### src/rtl/serial_adder.sv
// Bit-serial adder: {cout,sum} = a + b + cin, one bit per clk, LSB first, through a single full adder.
// Latency: start accepted at edge E0 -> done high after edge E(WIDTH); next start accepted at E(WIDTH+2) earliest.
// Backpressure: none; start is only sampled in IDLE, and start in RUN/DONE is dropped (no queuing).

module full_adder (
    input  logic x,
    input  logic y,
    input  logic z,
    output logic s,
    output logic c
);
    // one-bit sum and carry
    assign s = x ^ y ^ z;
    assign c = (x & y) | (z & (x ^ y));
endmodule

module serial_adder #(
    parameter int WIDTH = 8
) (
    input  logic             clk,
    input  logic             rst,
    input  logic             start,
    input  logic [WIDTH-1:0] a,
    input  logic [WIDTH-1:0] b,
    input  logic             cin,
    output logic             busy,
    output logic             done,
    output logic [WIDTH-1:0] sum,
    output logic             cout
);
    localparam int CW = $clog2(WIDTH);
    // cnt reaches WIDTH-1 on the last shift; WIDTH itself would not fit in CW bits
    localparam logic [CW-1:0] LAST_BIT = CW'(WIDTH - 1);

    typedef enum logic [1:0] {
        IDLE = 2'd0,
        RUN  = 2'd1,
        DONE = 2'd2
    } state_t;

    state_t          state;
    logic [WIDTH-1:0] a_sh;
    logic [WIDTH-1:0] b_sh;
    logic             carry;
    logic [CW-1:0]    cnt;
    logic             fa_s;
    logic             fa_c;

    // the single bit-slice: current LSBs of both operands plus the carry from the previous bit
    full_adder u_fa (a_sh[0], b_sh[0], carry, fa_s, fa_c);

    // control FSM and datapath: load on accept, shift one bit per cycle in RUN, one-cycle DONE
    always_ff @(posedge clk) begin
        if (rst) begin
            state <= IDLE;
            a_sh  <= '0;
            b_sh  <= '0;
            carry <= 1'b0;
            cnt   <= '0;
            sum   <= '0;
            cout  <= 1'b0;
        end else begin
            case (state)
                IDLE: begin
                    if (start) begin
                        a_sh  <= a;
                        b_sh  <= b;
                        carry <= cin;
                        cnt   <= '0;
                        state <= RUN;
                    end
                end
                RUN: begin
                    // result bits enter at the MSB and drift down, so after WIDTH shifts bit 0 lands at sum[0]
                    sum   <= {fa_s, sum[WIDTH-1:1]};
                    carry <= fa_c;
                    a_sh  <= {1'b0, a_sh[WIDTH-1:1]};
                    b_sh  <= {1'b0, b_sh[WIDTH-1:1]};
                    cnt   <= cnt + CW'(1);
                    if (cnt == LAST_BIT) begin
                        cout  <= fa_c;
                        state <= DONE;
                    end
                end
                DONE: begin
                    state <= IDLE;
                end
                default: begin
                    state <= IDLE;
                end
            endcase
        end
    end

    // status flags decoded straight from the state register
    assign busy = (state == RUN);
    assign done = (state == DONE);

endmodule
### config.mk
export PLATFORM = sky130hd
export DESIGN_NAME = serial_adder
export DESIGN_NICKNAME = d
export VERILOG_FILES = /design/src/rtl/serial_adder.sv
export SDC_FILE = /design/constraint.sdc
export NUM_CORES = 1
export LEC_CHECK = 0
export CORE_MARGIN = 4
export CORE_UTILIZATION = 53
export DETAILED_ROUTE_END_ITERATION = 6
export PLACE_DENSITY_LB_ADDON = 0.25
export SYNTH_ARGS = -nofsm -noshare
export SYNTH_HDL_FRONTEND = slang
export SYNTH_HIERARCHICAL = 1
export SYNTH_SLANG_ARGS = --single-unit
### constraint.sdc
create_clock -name clk -period 2.5 [get_ports clk]
set_clock_uncertainty 0.15 [all_clocks]
set_input_delay 0.375 -clock clk [delete_from_list [all_inputs] [get_ports clk]]
set_output_delay 0.375 -clock clk [all_outputs]
set_load 0.005 [all_outputs]
### Word-level counts from Yosys, hierarchy flattened

Cells that the tools add are included.

* word-level logic and storage cells: 34
* flip-flop bits (word level): 31
* output and inout port bits: 11

* bitwise operators: 5
* $add $sub $neg: 1
* reductions and logical operators: 5
* multiplexer cells: 11
* equal/unequal tests: 5

Operators with widths (count)
* one-hot mux 8 bit (2 select lines): 2
* 2-to-1 mux 8 bit: 2
* one-hot mux 3 bit (2 select lines): 1
* AND reduction 2 bit: 3
* 2-to-1 mux 2 bit: 2
* one-hot mux 2 bit (2 select lines): 1
* adder 3 x 1 -> 3 bit, second input constant: 1
* == test 3 bit, second input constant: 1
* 2-to-1 mux 3 bit: 1
* AND 1 bit: 2
* == test 2 x 1 -> 1 bit, second input constant: 1
* == test 2 bit, second input constant: 1
* zero test 2 bit: 1
* != test 2 x 1 -> 1 bit, second input constant: 1
* != test 2 bit, second input constant: 1
* one-hot mux 1 bit (2 select lines): 1
* nonzero test 2 bit: 1
* XOR 1 bit: 2
* 2-to-1 mux 1 bit: 1
* bitwise OR 1 bit: 1

### Longest topological paths before layout

* word-level depth: 4
* mapped depth: 6
* gate-level depth less buffers: 5

### Modules after synthesis

Netlist, hierarchy kept.

By module, submodules not included
* serial_adder: instances 1, cells an instance 136, area an instance 1371.3 µm²
* full_adder: instances 1, cells an instance 1, area an instance 20.0 µm²

### Least setup slack after synthesis

OpenSTA, ideal clock, no wires.

* path kind: reg2out
* start point: reg state[1]
* end point: out busy
* data arrival time: 0.775 ns
* slack: 1.200 ns
* cell stages (with the launch flop): 5
* data required time: 1.975 ns
* path buffers: 2
* cells stage by stage: dfxtp_1 > nand2b_1 > buf_6 > inv_4 > buf_6

* word-level cells in the longest chain between the ends: 1

RTL lines
* start, declared: line 41 `state_t state;`
* start signal, assigned: line 55 `state <= IDLE;`
* start signal, assigned: line 70 `state <= RUN;`
* start signal, assigned: line 82 `state <= DONE;`
* == test 2 x 1 -> 1 bit: line 96 `assign busy = (state == RUN);`
* end, declared: line 26 `output logic busy,`

No other way between the ends.

### Worst setup path in the final report

Same ends and word-level chain as after synthesis.

==> summary.md <==
| Metric | Value |
|---|---|
| Grt total ovfl | 0 |
| Port bufs | 30 |
| M2 GR Usage | 0.271 |
| Worst path cell trace | nand2b_1 -> inv_4 -> clkdlybuf4s50_1 |
| Met3 GRT Util | 0.0675 |
| Synth Area in XOR/XNOR | 0 |
| Core area | 2500 um^2 |
| Die width | a little under 60 um |
| Starting density of the core | 0.557 |
| Yosys warns | 6 |
| CTS max path bufs | 2 |
| Residual DRC count | 0 |
| Area contributors post-synth | dfxtp_1, a211oi_2, mux2i_1 |
| Gpl congestion | 0.772 |
| Mapped Nets | 160 |
| Outcome | complete, no violations |
| Maximum VDD drop | around 0.48 mV |
| Area of the die | 3510 um^2 |
| Gr usage total | 0.157 |
| M1 GR Usage | 0.163 |
| Final-report hold violation count | 0 |
| Area growth from synthesis to layout | 25.1% |
| I/O pin cnt | 31 |
| Async set-reset flop share out of synthesis | 0 |
| Slew @ Worst Pin | 455 ps |
| R2R depth | 4 |
| Synth unique cells | 25 |
| Slowest cell on crit path | clkdlybuf4s50_1 |
| Slew Viols, Final | 0 |
| Routed wire length | approximately 2.5 mm |
| Clk_lat worst skew | 330 ps |
| Antenna Cells | 0 |
| Gr busiest metal | met2 |
| Final Cycle Share | 0.903 |
| Vias in the first global route | 1012 |
| Post-DRT Antenna Nets | 0 |
| Critical path class | register to primary output |
| Fraction of layout cells with a size suffix above 1 | 0.168 |
| Max cap viols | 0 |
| Setup repair after global routing missed its margin | false |
| Worst setup SP type | register |
| CP endpoint kind | primary output |
| Hold path endpoint | sum[0] |
| Post-Synth Adder-Cell Area | 0.0324 |
| DP HPWL | 1.80 mm |
| Number of synthesized flops with an enable pin | 0 |
| Largest net degree at the start of global routing | 32 |
| Fill cell count | 218 |
| Leak | 0.000652 uW |
| Top delay family on crit path | buffers and inverters |
| Mapped Area | 1390 um^2 |
| PwrDens | between 500 and 600 nW/um^2 |
| Hold_buf cts | 0 |
| Initial antenna violation count | 0 |
| Syn_area_per_cell | 10.2 um^2 |
| WL/cell | 12.8 um |
| Nets | 189 |
| Worst EP arrival | between 1500 and 2000 ps |
| Main flop type after synthesis | dfxtp_1 |
| Critical R2R Launch | state[0] |
| Worst reg-to-reg setup slack | slightly below 800 ps |
| Multiplexer share of the synthesized area | 0.115 |
| Clock Pin Slew Worst Setup and Hold Paths | roughly 90 ps |
| Multi-input logic area | between 600 and 700 um^2 |
| Setup TNS | 0 ps |
| Post-CTS Setup Inserts | 0 |
| Synth Area in Simple Gates | 0.133 |
| Levels on crit path | 3 |
| Worst slew margin | 0.697 |
| Htree depth | 2 |
| Root Buffer | clkbuf_4 |
| Synth Instances | 137 |
| Die Y | between 50 and 60 um |
| Max Clk Rate | about 440 MHz |
| Worst path bufs/invs | 2 |
| Row count | 18 |
| Storage cell area | 621 um^2 |
| Starting DRT DRC Count | 20 |
| Sequential share of the synthesized area | 0.446 |
| Critical R2R Capture | a_sh[6] |
| CP max stage delay | 520 ps |
| Synth area leader | dfxtp_1 |
| Cts bufs inserted | 5 |
| TritonCTS clock tree | yes |
| First-pass GRT wire length | between 4 and 5 mm |
| Largest family of logic cells by synthesized area | compound AO/OA/AOI/OAI gates |
| Yosys top cell area share | 0.446 |
| Flops & latches, synth | 31 |
| Crit path from | state[1] |
| Worst Path Required | 1980 ps |
| Via total after detailed routing | approximately 1100 |
| Initial DRT Pass Iterations | 4 |
| Clock sink total | 31 |
| CTS resizes | 0 |
| Hold Startpoint | sum[0] |
| Compound-Gate Fraction of Synth Area | 0.214 |
| Pwr Total | 1020 uW |
| Worst Hold Depth | 2 |
| Vias per std cell | 5.34 |
| Crit path max fanout | 13 |
| Setup violators final | 0 |
| Hold Path Class | register to register |
| Min Tclk post-route | 2260 ps |
## flip-flops by register name (all words and copies together), names as in the netlist
signal and cells:
state 2, cout 1, cnt 3, sum 8, b_sh 8, a_sh 8
carry 1
## synthesized netlist by cell type (2+ instances only)
cell and number:
buf_4 3, a211oi_2 15, buf_1 2, buf_6 3, nor2_1 21, ha_1 2, a22oi_1 4, dfxtp_1 31
nand2_1 17, mux2i_1 16, a21oi_1 9
## worst max-delay path by stage
stage | end | slack (ps)
2_1_floorplan | busy | 1200
3_3_place_gp | b_sh[6] | 620
3_5_place_dp | b_sh[1] | 530
4_1_cts | busy | 220
5_1_grt | busy | 110
6_report | busy | 240
## cell families after synthesis
family / after synthesis
AO/OA/AOI/OAI: 31
adder cells (fa/ha/maj): 3
buffers and inverters: 12
flip-flops: 31
multiplexers: 16
AND/OR/NAND/NOR: 44
## routing by layer
layer / wire [um] / part of all wire / up-vias
li1: - / - / 535
met1: 1090 / 0.43 / 486
met2: 1230 / 0.48 / 26
met3: 178 / 0.070 / 5
met4: 40 / 0.016 / 0
met5: 0 / 0 / -
## per-stage QoR
step,utilization,setup WS [ps],hold slack (ps),instances,area [um^2]
after CTS,0.696,224,308,197,1740
final,0.696,243,307,197,1740
after detailed placement,0.669,529,296,189,1670
after global routing,0.696,107,350,197,1740
after floorplan,-,1200,290,137,1390
after global placement,0.669,622,300,189,1670
## power breakdown
group          internal, uW  switching (uW)  total (uW)
clock network           165             160         326
logic                  80.4            76.5         157
registers               522            16.8         539
total                   768             254        1020
## cell usage in the layout, fill, tap and decap left out, types with 2 or more instances in the layout
cell             count
ha_1                 2
nand2_1             17
a22oi_1              4
clkbuf_4             5
clkbuf_8             2
nor2_1              21
clkdlybuf4s50_1     30
a211oi_2            15
mux2i_1             16
a21oi_1              9
buf_4                2
dfxtp_1             31
## worst min-delay path, stage by stage (launching register included)
cell and delay (ps):
dfxtp_1 320, nand2_1 50, a21oi_1 50
## area by class of cell
type | instances | share of cell area
well taps | 30 | 0.0216
flip-flops and latches | 31 | 0.357
inverters | 2 | 0.00575
clock buffers | 8 | 0.0395
repair buffers | 32 | 0.181
multi-input cells | 94 | 0.395
Power figures use the tool's default switching activity.
